==> src/rtl/alu_pkg.sv <==
// Shared ALU definitions: opcode encodings, datapath widths and the legal-op check.
package alu_pkg;

    localparam int ALU_OP_W = 4;
    localparam int XLEN     = 32;

    localparam logic [ALU_OP_W-1:0] ALU_ADD  = 4'd0;
    localparam logic [ALU_OP_W-1:0] ALU_SUB  = 4'd1;
    localparam logic [ALU_OP_W-1:0] ALU_XOR  = 4'd2;
    localparam logic [ALU_OP_W-1:0] ALU_OR   = 4'd3;
    localparam logic [ALU_OP_W-1:0] ALU_AND  = 4'd4;
    localparam logic [ALU_OP_W-1:0] ALU_SLL  = 4'd5;
    localparam logic [ALU_OP_W-1:0] ALU_SRL  = 4'd6;
    localparam logic [ALU_OP_W-1:0] ALU_SRA  = 4'd7;
    localparam logic [ALU_OP_W-1:0] ALU_SLT  = 4'd8;
    localparam logic [ALU_OP_W-1:0] ALU_SLTU = 4'd9;

    function automatic logic is_legal_op(input logic [ALU_OP_W-1:0] op);
        return op <= ALU_SLTU;
    endfunction

endpackage

==> src/rtl/alu.sv <==
// Combinational integer ALU; shifts use only the low log2(XLEN) bits of b.
module alu
    import alu_pkg::*;
(
    input  logic [ALU_OP_W-1:0] op,
    input  logic [XLEN-1:0]     a,
    input  logic [XLEN-1:0]     b,
    output logic [XLEN-1:0]     result
);

    localparam int SH_W = $clog2(XLEN);

    logic signed [XLEN-1:0] a_s;
    logic signed [XLEN-1:0] b_s;
    logic        [SH_W-1:0] shamt;

    assign a_s   = a;
    assign b_s   = b;
    assign shamt = b[SH_W-1:0];

    always_comb begin
        result = '0;
        case (op)
            ALU_ADD:  result = a + b;
            ALU_SUB:  result = a - b;
            ALU_XOR:  result = a ^ b;
            ALU_OR:   result = a | b;
            ALU_AND:  result = a & b;
            ALU_SLL:  result = a << shamt;
            ALU_SRL:  result = a >> shamt;
            ALU_SRA:  result = a_s >>> shamt;
            ALU_SLT:  result = {{(XLEN-1){1'b0}}, (a_s < b_s)};
            ALU_SLTU: result = {{(XLEN-1){1'b0}}, (a < b)};
            default:  result = '0;
        endcase
    end

endmodule

==> src/rtl/rr_arbiter.sv <==
// Round-robin picker: scans from last_gnt+1 upward (wrapping) for the first active request.
module rr_arbiter #(
    parameter int NUM_REQ = 2,
    parameter int ID_W    = (NUM_REQ > 1) ? $clog2(NUM_REQ) : 1
) (
    input  logic [NUM_REQ-1:0] req,
    input  logic               en,
    input  logic [ID_W-1:0]    last_gnt,
    output logic [NUM_REQ-1:0] gnt,
    output logic [ID_W-1:0]    gnt_id
);

    logic            found;
    logic [ID_W-1:0] idx;

    always_comb begin
        gnt    = '0;
        gnt_id = '0;
        found  = 1'b0;
        idx    = '0;
        for (int k = 1; k <= NUM_REQ; k++) begin
            idx = ID_W'((int'(last_gnt) + k) % NUM_REQ);
            if (!found && req[idx]) begin
                found  = 1'b1;
                gnt_id = idx;
            end
        end
        // gnt_id is still reported when disabled so the operand mux stays quiet-free of en
        if (found && en) begin
            gnt[gnt_id] = 1'b1;
        end
    end

endmodule

==> src/rtl/alu_arbiter.sv <==
// Shares one ALU among NUM_REQ requesters; a single-entry result buffer returns each
// result one cycle after its request is accepted, tagged with the winner's index.
module alu_arbiter
    import alu_pkg::*;
#(
    parameter int NUM_REQ = 2,
    parameter int ID_W    = (NUM_REQ > 1) ? $clog2(NUM_REQ) : 1
) (
    input  logic                     clk,
    input  logic                     rst_n,
    input  logic [NUM_REQ-1:0]       req_valid,
    output logic [NUM_REQ-1:0]       req_ready,
    input  logic [ALU_OP_W*NUM_REQ-1:0] req_op,
    input  logic [XLEN*NUM_REQ-1:0]  req_a,
    input  logic [XLEN*NUM_REQ-1:0]  req_b,
    output logic [NUM_REQ-1:0]       resp_valid,
    input  logic [NUM_REQ-1:0]       resp_ready,
    output logic [XLEN-1:0]          resp_data,
    output logic                     resp_err
);

    logic [ALU_OP_W-1:0] op_arr [NUM_REQ];
    logic [XLEN-1:0]     a_arr  [NUM_REQ];
    logic [XLEN-1:0]     b_arr  [NUM_REQ];

    for (genvar g = 0; g < NUM_REQ; g++) begin : g_unpack
        assign op_arr[g] = req_op[ALU_OP_W*g +: ALU_OP_W];
        assign a_arr[g]  = req_a[XLEN*g +: XLEN];
        assign b_arr[g]  = req_b[XLEN*g +: XLEN];
    end

    logic                res_valid;
    logic [ID_W-1:0]     res_id;
    logic [XLEN-1:0]     res_data;
    logic                res_err;
    logic [ID_W-1:0]     last_gnt;

    logic                can_issue;
    logic                handshake;
    logic [NUM_REQ-1:0]  gnt;
    logic [ID_W-1:0]     gnt_id;
    logic [ALU_OP_W-1:0] sel_op;
    logic [XLEN-1:0]     sel_a;
    logic [XLEN-1:0]     sel_b;
    logic [XLEN-1:0]     alu_result;
    logic                sel_legal;

    // Gating with rst_n keeps req_ready low while reset is held, so no handshake can straddle it.
    assign can_issue = rst_n & (~res_valid | resp_ready[res_id]);

    rr_arbiter #(
        .NUM_REQ (NUM_REQ),
        .ID_W    (ID_W)
    ) u_rr_arbiter (
        .req      (req_valid),
        .en       (can_issue),
        .last_gnt (last_gnt),
        .gnt      (gnt),
        .gnt_id   (gnt_id)
    );

    assign req_ready = gnt;
    assign handshake = |gnt;

    assign sel_op    = op_arr[gnt_id];
    assign sel_a     = a_arr[gnt_id];
    assign sel_b     = b_arr[gnt_id];
    assign sel_legal = is_legal_op(sel_op);

    alu u_alu (
        .op     (sel_op),
        .a      (sel_a),
        .b      (sel_b),
        .result (alu_result)
    );

    // ---- result buffer stage ----
    always_ff @(posedge clk) begin
        if (!rst_n) begin
            res_valid <= 1'b0;
            res_id    <= '0;
            res_data  <= '0;
            res_err   <= 1'b0;
            last_gnt  <= ID_W'(NUM_REQ - 1);
        end else if (handshake) begin
            res_valid <= 1'b1;
            res_id    <= gnt_id;
            res_data  <= sel_legal ? alu_result : '0;
            res_err   <= ~sel_legal;
            last_gnt  <= gnt_id;
        end else if (res_valid && resp_ready[res_id]) begin
            res_valid <= 1'b0;
        end
    end

    always_comb begin
        resp_valid = '0;
        if (res_valid) begin
            resp_valid[res_id] = 1'b1;
        end
    end

    assign resp_data = res_data;
    assign resp_err  = res_err;

endmodule

==> config.mk <==
export PLATFORM = sky130hd
export DESIGN_NAME = alu_arbiter
export DESIGN_NICKNAME = d
export VERILOG_FILES = /design/src/rtl/alu_pkg.sv /design/src/rtl/alu.sv /design/src/rtl/rr_arbiter.sv /design/src/rtl/alu_arbiter.sv
export SDC_FILE = /design/constraint.sdc
export NUM_CORES = 1
export LEC_CHECK = 0
export BUFFER_PORTS_ARGS = -buffer_cell sky130_fd_sc_hd__buf_2
export CORE_ASPECT_RATIO = 0.6
export CORE_MARGIN = 10
export CORE_UTILIZATION = 51
export CTS_CLUSTER_SIZE = 28
export DETAILED_ROUTE_END_ITERATION = 10
export MAX_ROUTING_LAYER = met4
export PLACE_DENSITY = 0.72
export SYNTH_ARGS = -nofsm -noshare
export SYNTH_HDL_FRONTEND = slang
export SYNTH_SLANG_ARGS = --single-unit
==> constraint.sdc <==
create_clock -name clk -period 12.35 [get_ports clk]
set_input_delay 2.47 -clock clk [delete_from_list [all_inputs] [get_ports clk]]
set_output_delay 2.47 -clock clk [all_outputs]
set_load 0.005 [all_outputs]
* After elaboration in Yosys (flattened, before gate mapping)
Cells that the tools add are included.
** Storage, ports and cells
- Logic and storage cells :: 77
- Register bits after elaboration :: 36
- Output and inout bits :: 37
** Operators by class
- Reductions and logical operators :: 9
- Mux-type cells :: 29
- Shifts and indexed selects :: 3
- Bitwise gates (word level) :: 8
- $lt $le $gt $ge :: 10
- Add/sub/neg operators :: 4
- Equal/unequal tests :: 9
** Operators with widths (count)
- 32-bit one-hot mux with 10 select lines :: 1
- 32-bit 2-to-1 mux :: 7
- 32-bit less-than comparator :: 2
- 32-bit adder :: 1
- 32-bit bitwise AND :: 1
- 32-bit OR :: 1
- 32-bit by 5-bit << shifter with 32-bit output :: 1
- 32-bit by 5-bit right shift with 32-bit output :: 1
- 32-bit by 5-bit >>> shifter with 32-bit output :: 1
- 32-bit subtractor :: 1
- 32-bit XOR :: 1
- 4-bit by 3-bit == test with 1-bit output (second input constant) :: 4
- 1-bit 2-to-1 mux :: 14
- 4-bit 2-to-1 mux :: 3
- 4-bit by 2-bit == test with 1-bit output (second input constant) :: 2
- 4-bit == test (second input constant) :: 2
- 1-bit by 2-bit less-than comparator with 1-bit output (second input constant) :: 4
- 1-bit logical AND :: 5
- 4-bit by 1-bit == test with 1-bit output (second input constant) :: 1
- 4-bit less-or-equal comparator (second input constant) :: 1
- 4-bit logical NOT :: 1
- 2-bit 2-to-1 mux :: 2
- 1-bit adder (second input constant) :: 2
- 1-bit demux with 1-bit select :: 2
- other kinds (9) :: 11

* Longest topological paths before layout
Gate-level depths: netlist of the first run.
- Word-level depth :: 14
- Depth in mapped cells :: 22
- Gate-level depth less buffers :: 16

* By module
From an unflattened synthesis of the first run, not the netlist that was laid out.
** Unflattened totals
- Cell total of the unflattened synthesis :: 1535
- Area, all modules :: 10926.7 um^2
** Modules (own cells, without submodules)
- alu :: cells an instance 1290, area an instance 8729.6 um^2, sequential area each 0.0 um^2, instances 1
- alu_arbiter :: cells an instance 240, area an instance 2167.1 um^2, sequential area each 720.7 um^2, instances 1
- rr_arbiter :: cells an instance 5, area an instance 30.0 um^2, sequential area each 0.0 um^2, instances 1

* Worst setup path after synthesis of the first run
No wires, ideal clock.
- Kind :: input-to-reg
- Start point :: input req_valid[1]
- End point :: register res_data[28] (netlist: resp_data[28])
- Stages on the path :: 22
- Buffers on the path :: 6
- Setup slack :: 5269 ps
- Arrival :: 6953 ps
- Cells stage by stage :: a21boi_1 -> buf_2 -> buf_2 -> buf_2 -> buf_2 -> clkbuf_1 -> clkbuf_1 -> nand2_1 -> nand2_1 -> inv_1 -> ha_1 -> fa_1 -> nor2b_1 -> nor3_1 -> nand4b_1 -> o21a_2 -> a21o_1 -> o31a_1 -> o41a_1 -> o2bb2ai_2 -> a2111oi_4 -> nor4b_2
** Between the ends
- Word-level cells in the longest chain between the ends :: 13
** RTL lines
- start, declared :: line alu_arbiter.sv:11 : input logic [NUM_REQ-1:0] req_valid,
- 1-bit 2-to-1 mux (implied by the code) (2 in a row) :: line rr_arbiter.sv:23 : if (!found && req[idx]) begin
- 1-bit 2-to-1 mux :: line rr_arbiter.sv:23
- 1-bit logical NOT :: line rr_arbiter.sv:23
- 1-bit logical AND :: line rr_arbiter.sv:23
- 1-bit 2-to-1 mux :: line rr_arbiter.sv:23
- 1-bit inverter with 2-bit output (implied by the code) :: line alu_arbiter.sv:65, alu_arbiter.sv:66, alu_arbiter.sv:67
- 32-bit 2-to-1 mux (implied by the code), or another cell as far along (3 in a row) :: line alu_arbiter.sv:66 : assign sel_a = a_arr[gnt_id];
- 32-bit subtractor, or another cell as far along :: line alu.sv:25 : ALU_SUB: result = a - b;
- 32-bit one-hot mux with 10 select lines :: line alu.sv:23 : case (op)
- 32-bit 2-to-1 mux :: line alu_arbiter.sv:88 : res_data <= sel_legal ? alu_result : '0;
- end signal, assigned :: line alu_arbiter.sv:88
- end, declared :: line alu_arbiter.sv:34 : logic [XLEN-1:0] res_data;
Parallel ways exist; a longest one is shown, timed or not. The select of a mux whose other input is x is not followed.
A chain may end at the register's enable or synchronous reset.

* Worst setup path in the final report of the first run
- Start point :: input req_valid[0]
- End point :: register res_data[28] (netlist: resp_data[28])
The elaborated chain is that of the path after synthesis.

==> results.md, run 1 <==
Cells and area:
- The multi-input combinational cells in the finished layout cover a total of 10930 sq um.
- The final standard cell utilization of the core is 0.5699.
- The share of layout cells above drive strength 1 is 0.1550.
- The most common cell after layout, fill and taps aside is sky130_fd_sc_hd__nand2_1.
- The sequential standard cell area is just over 700 sq um.
- The number of filler instances in the final layout is 2431.
- The count of cells in the finished layout, fillers not included, comes to 2284.
- The net count of the finished layout is 2203.
- Compared with the post-synthesis result, the final layout area differs by 9.803%.
- The library cells used most frequently in the layout, excluding fill and tap cells, are sky130_fd_sc_hd__nand2_1, sky130_fd_sc_hd__mux2i_1, sky130_fd_sc_hd__buf_2, sky130_fd_sc_hd__a21oi_1, sky130_fd_sc_hd__nor2_1.
- The post-layout instance area is 13800 sq um.

Yosys:
- By area the synthesized netlist is led by sky130_fd_sc_hd__mux2i_1, sky130_fd_sc_hd__ha_1, sky130_fd_sc_hd__nand2_1.
- The share of synthesized area in the top cell type comes to 0.1497.
- The most used flip-flop cell after synthesis is sky130_fd_sc_hd__dfxtp_1.
- Synthesis handed over a netlist of 1876 instances.
- Counting every net in the synthesized netlist gives between 2k and 2.5k.
- The number of enable flip-flop cells after synthesis is 0.
- In this run the cell area of the synthesized design comes to 12570 sq um.
- Yosys printed 0 warnings.
- The total of flip-flops plus latches after synthesis is 36.
- After synthesis, the share of flip-flops with an asynchronous set or reset is 0.
- The synthesized design spends more area on one cell type than any other, namely sky130_fd_sc_hd__mux2i_1.
- The share of the Yosys chip area taken by registers is 0.05732.
- Averaged over all synthesized cells, the footprint is 6.702 sq um.
- In this run, distinct cell masters in the synthesized netlist total 87.

Drt:
- The total routed wirelength is 64430 um.
- After detailed routing, the number of vias per cell comes to 7.181.
- Dividing the detail-routed wire length by the instance count gives 28.21 um.
- In this run the remaining antenna-violating nets after routing total 0.
- The number of iterations in the first detailed-routing pass is 7.
- The first routing iteration left about 3.3k violations.
- The number of remaining DRC errors is 0.
- The count of vias placed by the detailed router is between 15k and 20k.

Job:
- Max-cap violations in this run came to 0.

Hold path:
- The cell depth of the worst hold path is 2.
- The end of the worst hold path is resp_data[15]$_SDFFE_PN0P_.
- The tightest min-delay check is of the register to register type.
- The startpoint of the tightest hold check path is resp_data[15]$_SDFFE_PN0P_.

Global route:
- For this run, the total global-route usage over all layers was measured as 0.3884.
- The sum of overflow across all layers after global routing is 0.
- The number of antenna violations at the first check in global routing is 1.
- The first-pass GRT wire length is around 93000 um.
- The pin count of the biggest net entering global routing is 120.
- The number of global-route vias before repair is 14.52k.

Placed design:
- Prior to clock tree synthesis, the placed netlist has a worst setup slack of 4.688 ns.
- The count of input and output buffers is 178.
- Summed over all nets, the half-perimeter wirelength after detailed placement is 50170 um.
- After detailed placement, the design holds a cell count of approximately 2.3k.
- After detailed placement, the total cell area comes to around 14000 sq um.
- Routability-driven placement finished with a final weighted congestion of between 1 and 1.5.

Timing:
- The tightest hold path in the finished design has a slack of 0.4708 ns.
- The final setup slack of the worst path is ~5 ns.
- For the final routed database, the setup TNS stands at 0 ns.
- The maximum clock rate is 134.1 MHz.
- In this run the tightest slew margin relative to its limit is 0.1293.
- The transition time at the pin with the least slew margin is 1.296 ns.
- The final number of max-transition violations is 0.
- Of the available clock period, the critical path in the final layout requires 0.6038.
- The largest clock skew in the final design is about 0.0075 ns.
- The final critical delay including setup and external delays is 7.457 ns.
- The number of failing hold endpoints at the final stage is 0.
- Setup violations remaining at the end of the flow were counted as 0.
- Setup repair after global routing left no endpoint under its margin.

Clocking:
- The CTS root buffer is sky130_fd_sc_hd__clkbuf_16.
- The number of buffers created by CTS is 5.
- Once the clock tree was built, the resizer swapped 0 gates to a different size.
- The clock passes through at most 2 buffers.
- The clock transition time at the flip-flop clock pins of the worst setup and hold paths is 0.07 ns.
- The post-CTS setup buffer count is 0.
- The insertion delay to the later sink of the worst-skew pair is 0.32 ns.
- Hold repair after CTS inserted 0 buffers.
- The CTS tree is built.
- In this run the number of H-tree levels came out at 2.
- The number of clock sinks seen by CTS is 36.

Setup path:
- The type of destination of the critical path is a register.
- The kind of cell adding the most delay to the critical path is compound AO/OA/AOI/OAI gates.
- The highest net fanout along the worst path is 119.
- The endpoint of the worst register-to-register path is resp_data[28]$_SDFFE_PN0P_.
- Walking the worst path, the cells encountered are buf_2 > a21boi_4 > buf_12 > mux2i_2 > buf_4 > inv_1 > ha_1 > fa_1 > nor2b_1 > nor3_1 > nand4b_1 > o21a_2 > a21o_1 > o31a_1 > o41a_1 > o2bb2ai_2 > a2111oi_4 > nor4b_2.
- The largest stage delay on the critical path is 0.70 ns.
- For the worst flop-to-flop path, the logic depth is 17.
- The worst path required time is about 13 ns.
- The worst reg2reg path startpoint is last_gnt$_SDFFE_PN1P_.
- The cell with the largest stage delay on the worst path is sky130_fd_sc_hd__a21boi_4.
- For flop-to-flop paths, the worst setup slack is around 6.8 ns.
- The critical path in this run is classified as input port to register.
- The worst setup path startpoint is req_valid[0].
- The critical path contains buffers and inverters numbering 4 combined.
- Data arrives at the worst endpoint at 7.63 ns.
- STA classifies the critical path startpoint as an input port.

Outcome:
- The flow ran to the end, and the final reports show no timing, DRC or antenna violations.

Power and ir drop:
- Dividing total power by cell area gives a power density of 85.69 nW/um^2.
- The standby leakage power is roughly 6.4 nW.
- The overall power after layout is 1.183 mW.
- The worst-case IR drop observed on VDD is about 0.05 mV.

Floorplanning:
- After floorplanning, the core was sized to cover 24220 sq um.
- For this configuration, the core starts out at a cell density of 0.5190.
- The area of the die is 31540 sq um.
- Pin placement for this block handled 179 I/O pins.
- The standard-cell row count is 44.
- From bottom edge to top edge, the die measures about 140 um.
- Measured along the x axis, the die boundary spans 222.7 um.
-- cells by family after synthesis --
| logic type | after synthesis | synth area share |
|---|---|---|
| compound gates | 621 | 0.3324 |
| flops | 36 | 0.05732 |
| mux | 233 | 0.1934 |
| buf+inv | 244 | 0.07872 |
| simple gates | 626 | 0.2260 |
| fa+ha+maj | 101 | 0.1017 |
| xor+xnor | 15 | 0.01045 |
-- how the worst max path moves through the flow --
stage,end,slack [ns],cells after the start
global placement,resp_data[28]$_SDFFE_PN0P_,4.82,18
global route,resp_data[27]$_SDFFE_PN0P_,4.66,16
finish,resp_data[28]$_SDFFE_PN0P_,4.89,18
floorplan,resp_data[28]$_SDFFE_PN0P_,5.27,22
detailed placement,resp_data[28]$_SDFFE_PN0P_,4.69,18
CTS,resp_data[28]$_SDFFE_PN0P_,4.99,18
-- state kept, by name, indices dropped and copies added (netlist names) --
signal	cells
last_gnt	1
res_id	1
res_valid	1
resp_data	32
resp_err	1
-- synthesized netlist by cell type, types with 36 or more instances --
library cell and instances:
sky130_fd_sc_hd__ha_1 99, sky130_fd_sc_hd__nor2_1 154, sky130_fd_sc_hd__dfxtp_1 36, sky130_fd_sc_hd__mux2_2 39, sky130_fd_sc_hd__o21ai_0 105, sky130_fd_sc_hd__inv_1 95, sky130_fd_sc_hd__a211oi_1 57, sky130_fd_sc_hd__nand2_1 274
sky130_fd_sc_hd__clkbuf_1 81, sky130_fd_sc_hd__buf_2 41, sky130_fd_sc_hd__mux2i_1 188, sky130_fd_sc_hd__a21oi_1 175
-- worst register-to-register path: stages (launching register included) --
cell and delay (ns):
sky130_fd_sc_hd__dfxtp_1 0.35, sky130_fd_sc_hd__a21boi_4 0.72, sky130_fd_sc_hd__buf_12 0.49, sky130_fd_sc_hd__mux2i_2 0.39, sky130_fd_sc_hd__buf_4 0.32, sky130_fd_sc_hd__inv_1 0.13
sky130_fd_sc_hd__ha_1 0.24, sky130_fd_sc_hd__fa_1 0.47, sky130_fd_sc_hd__nor2b_1 0.17, sky130_fd_sc_hd__nor3_1 0.24, sky130_fd_sc_hd__nand4b_1 0.14, sky130_fd_sc_hd__o21a_2 0.19
sky130_fd_sc_hd__a21o_1 0.20, sky130_fd_sc_hd__o31a_1 0.28, sky130_fd_sc_hd__o41a_1 0.45, sky130_fd_sc_hd__o2bb2ai_2 0.17, sky130_fd_sc_hd__a2111oi_4 0.36, sky130_fd_sc_hd__nor4b_2 0.09
-- power by group --
part	switching (mW)	internal, mW	leakage (nW)
sequential	0.00843	0.125	0.293
clock	0.0718	0.0809	0.0691
combinational	0.596	0.300	6.02
-- routing by layer --
metal / routed length (um) / track usage / share of wire
met2: 24460 / 0.5096 / 0.38
met3: 10160 / 0.1096 / 0.16
met1: 27300 / 0.5524 / 0.42
met4: 2516 / 0.1179 / 0.039
met5: 0 / - / 0
-- final cells by class --
class,count,area share
Antenna cell,1,0.0001813
Multi-Input combinational cell,1596,0.7918
Tap cell,322,0.02919
Inverter,102,0.02773
Timing Repair Buffer,219,0.08774
Clock buffer,6,0.01006
Sequential cell,36,0.05221
Clock inverter,2,0.001088
Power figures use the tool's default switching activity.
==> run 2, diff against run 1 <==
--- a/config.mk
+++ b/config.mk
@@ -12,7 +12,7 @@
 export CTS_CLUSTER_SIZE = 28
 export DETAILED_ROUTE_END_ITERATION = 10
 export MAX_ROUTING_LAYER = met4
-export PLACE_DENSITY = 0.72
+export PLACE_DENSITY = 0.75
 export SYNTH_ARGS = -nofsm -noshare
 export SYNTH_HDL_FRONTEND = slang
 export SYNTH_SLANG_ARGS = --single-unit
==> constraint.sdc (replaced) <==
create_clock -name clk -period 6.45 [get_ports clk]
set_input_delay 1.29 -clock clk [delete_from_list [all_inputs] [get_ports clk]]
set_output_delay 1.29 -clock clk [all_outputs]
set_load 0.005 [all_outputs]
==> results.md, run 2 (same netlist as run 1, synthesis figures left out) <==
Floorplanning:
- For this configuration, the core starts out at a cell density of 0.5190.
- In this run the horizontal extent of the chip is 222.7 um.
- The count of pins on the block boundary is 179.
- The standard-cell row count is 44.
- The core area is 24220 sq um.
- The die covers 31540 sq um.
- The vertical die dimension is 141.6 um.

Clocking:
- The CTS tree is built.
- The clock transition time at the flip-flop clock pins of the worst setup and hold paths is 0.08 ns.
- The insertion delay to the later sink of the worst-skew pair is 0.32 ns.
- Post-CTS repair changed the size of 0 cells.
- TritonCTS created 5 clock buffers.
- In this run, post-CTS hold repair placed 0 buffers.
- The number of clock sinks seen by CTS is 36.
- The post-CTS setup buffer count is 0.
- The CTS root buffer is sky130_fd_sc_hd__clkbuf_16.
- The H-tree was split into 2 levels.
- The maximum buffer depth of the clock tree is 2.

Global route:
- The number of antenna violations at the first check in global routing is 1.
- The number of global-route vias before repair is 15.01k.
- Summed over all layers, the global routing overflow is 0.
- The pin count of the biggest net entering global routing is 71.
- The first global-routing pass estimated about 98000 um of wire.
- Across every metal layer, demand over resource in global routing totals 0.4079.

Drt:
- The detailed router finished its first iteration with 3131 violations.
- Once detail routing completed, the nets flagged for antenna violations numbered 0.
- The routed layout has 16.64k vias.
- The pre-antenna-repair detailed-routing pass consisted of 6 iterations.
- The number of remaining DRC errors is 0.
- After detailed routing, the total wire length is 66780 um.
- Dividing the detail-routed wire length by the instance count gives 28.86 um.
- The vias per cell is 7.191.

Cells and area:
- The share of layout cells above drive strength 1 is 0.1677.
- The register with the most flip-flops in the layout has 32 of them.
- 0 antenna diodes ended up in the layout.
- The library cell used most frequently in the layout, excluding fill and tap cells, is sky130_fd_sc_hd__nand2_1.
- The final layout contains between 2k and 2.5k nets.
- The library cells used most frequently in the layout, excluding fill and tap cells, are sky130_fd_sc_hd__nand2_1, sky130_fd_sc_hd__mux2i_1, sky130_fd_sc_hd__buf_2, sky130_fd_sc_hd__a21oi_1, sky130_fd_sc_hd__nor2_1.
- The area added between synthesis and finish is 11.73%.
- Fill cells in the final layout number around 2.4k.

Placed design:
- The routability-driven placement congestion ratio is about 1.1.
- Port buffering added 178 buffers.
- The HPWL after detailed placement is approximately 53000 um.

Timing:
- Setup repair after global routing left no endpoint under its margin.
- Between clock sinks in the finished design, the worst skew comes to approximately 0.0055 ns.
- Summed over all failing endpoints, the final setup total negative slack is 0 ns.
- Headroom to the max-slew limit came out at -0.04007.
- At the pin with the least slew margin, the transition time is ~1.5 ns.
- The count of endpoints failing setup in the final report is 0.
- Of the available clock period, the critical path in the final layout requires 0.8890.
- Static timing analysis puts the maximum clock frequency at between 150 and 200 MHz.
- The routed design could run at a clock period as short as about 5.7 ns.
- The final number of max-transition violations is 8.
- The number of failing hold endpoints at the final stage is 0.
- On the final layout, the worst hold slack is around 0.46 ns.

Setup path:
- Data on the critical path is required at its endpoint by around 6.7 ns.
- The worst setup path is of the input port to register kind.
- Of all nets on the critical path, the largest fanout is 23.
- The type of destination of the critical path is a register.
- The worst setup path is launched from an input port.
- Data on the critical path arrives at its endpoint at between 5 and 6 ns.

Hold path:
- The tightest min-delay check is of the register to register type.

Power and ir drop:
- VDD sags by at most slightly below 0.09 mV.
- The share of total power dissipated in combinational logic is 0.754.
- Summing internal, switching and leakage power gives 2.336 mW.
- The power per cell area is about 170 nW/um^2.
- For this design the total switching power over the nets is roughly 1.3 mW.
- The share of total power dissipated in the clock network is 0.136.
- Of the total power, the share spent switching nets is 0.5645.
- The sequential cell fraction of total power is 0.110.
- The internal portion of the total power is 1.017 mW.
- In this run the static leakage power is approximately 6.6 nW.

Outcome:
- The final reports fail on max-capacitance violations, max-slew violations.
- The flow ran to the end, but the final reports show violations.

Job:
- Max-cap violations in this run came to 1.
==> run 2: changes by cell type in the layout (fill, tap and decap cells not counted), sizes merged <==
| cell | change |
|---|---|
| buf | +31 |
| bufinv | +1 |
| clkinv | +1 |
| clkinvlp | -1 |
| diode | -1 |
| clkbuf | -1 |
==> run 2: cell type report <==
cell class | count | area (sq um) | area share
repair buffers | 250 | 1456 | 0.1037
inverters | 102 | 382.9 | 0.02726
multi-input cells | 1596 | 10920 | 0.7771
flip-flops and latches | 36 | 720.7 | 0.05130
well taps | 322 | 402.9 | 0.02868
clock buffers | 5 | 125.1 | 0.008907
clock inverters | 3 | 42.54 | 0.003028
==> run 2: final timing paths <==
kind                               from                         end  slack [ns]  depth (start not counted)
setup / recovery           req_valid[0]  resp_data[19]$_SDFFE_PN0P_        0.72                         14
hold / removal    resp_err$_SDFFE_PN0P_       resp_err$_SDFFE_PN0P_        0.46                          2
hold reg to reg   resp_err$_SDFFE_PN0P_       resp_err$_SDFFE_PN0P_        0.46                          2
setup reg to reg  last_gnt$_SDFFE_PN1P_  resp_data[19]$_SDFFE_PN0P_        1.45                         13
==> run 2: per-stage QoR <==
step           area [sq um]    util  instances  worst slack, ns
3_3_place_gp          13880  0.5730       2306           0.7266
2_1_floorplan         12570       -       1876           0.5490
3_5_place_dp          13880  0.5730       2306           0.6394
4_1_cts               14050  0.5799       2314           0.9520
6_report              14050  0.5799       2314           0.7162
5_1_grt               14050  0.5799       2314           0.6515
==> run 2: per-layer routing <==
metal	GRT usage	part of all wire
met1	0.5617	0.42
met5	-	0
met2	0.5307	0.37
met4	0.1572	0.045
met3	0.1330	0.16
==> run 2: power by group through the flow <==
stage | clock [mW] | combinational (mW) | sequential (mW)
floorplan | 0 | 1.08 | 0.256
global placement | 0 | 1.64 | 0.261
detailed placement | 0 | 1.65 | 0.261
CTS | 0.313 | 1.66 | 0.256
global route | 0.317 | 1.84 | 0.258
finish | 0.318 | 1.76 | 0.257
==> run 2: worst max-delay path, stage by stage <==
cell	delay, ns
sky130_fd_sc_hd__buf_2	0.13
sky130_fd_sc_hd__a21boi_4	0.55
sky130_fd_sc_hd__buf_12	0.28
sky130_fd_sc_hd__mux2i_1	0.50
sky130_fd_sc_hd__inv_1	0.13
sky130_fd_sc_hd__ha_1	0.48
sky130_fd_sc_hd__a2111oi_0	0.45
sky130_fd_sc_hd__o21ai_0	0.34
sky130_fd_sc_hd__o2111ai_1	0.48
sky130_fd_sc_hd__nand2_1	0.22
sky130_fd_sc_hd__a211o_1	0.34
sky130_fd_sc_hd__a221oi_1	0.26
sky130_fd_sc_hd__a31oi_1	0.09
sky130_fd_sc_hd__o311a_1	0.36
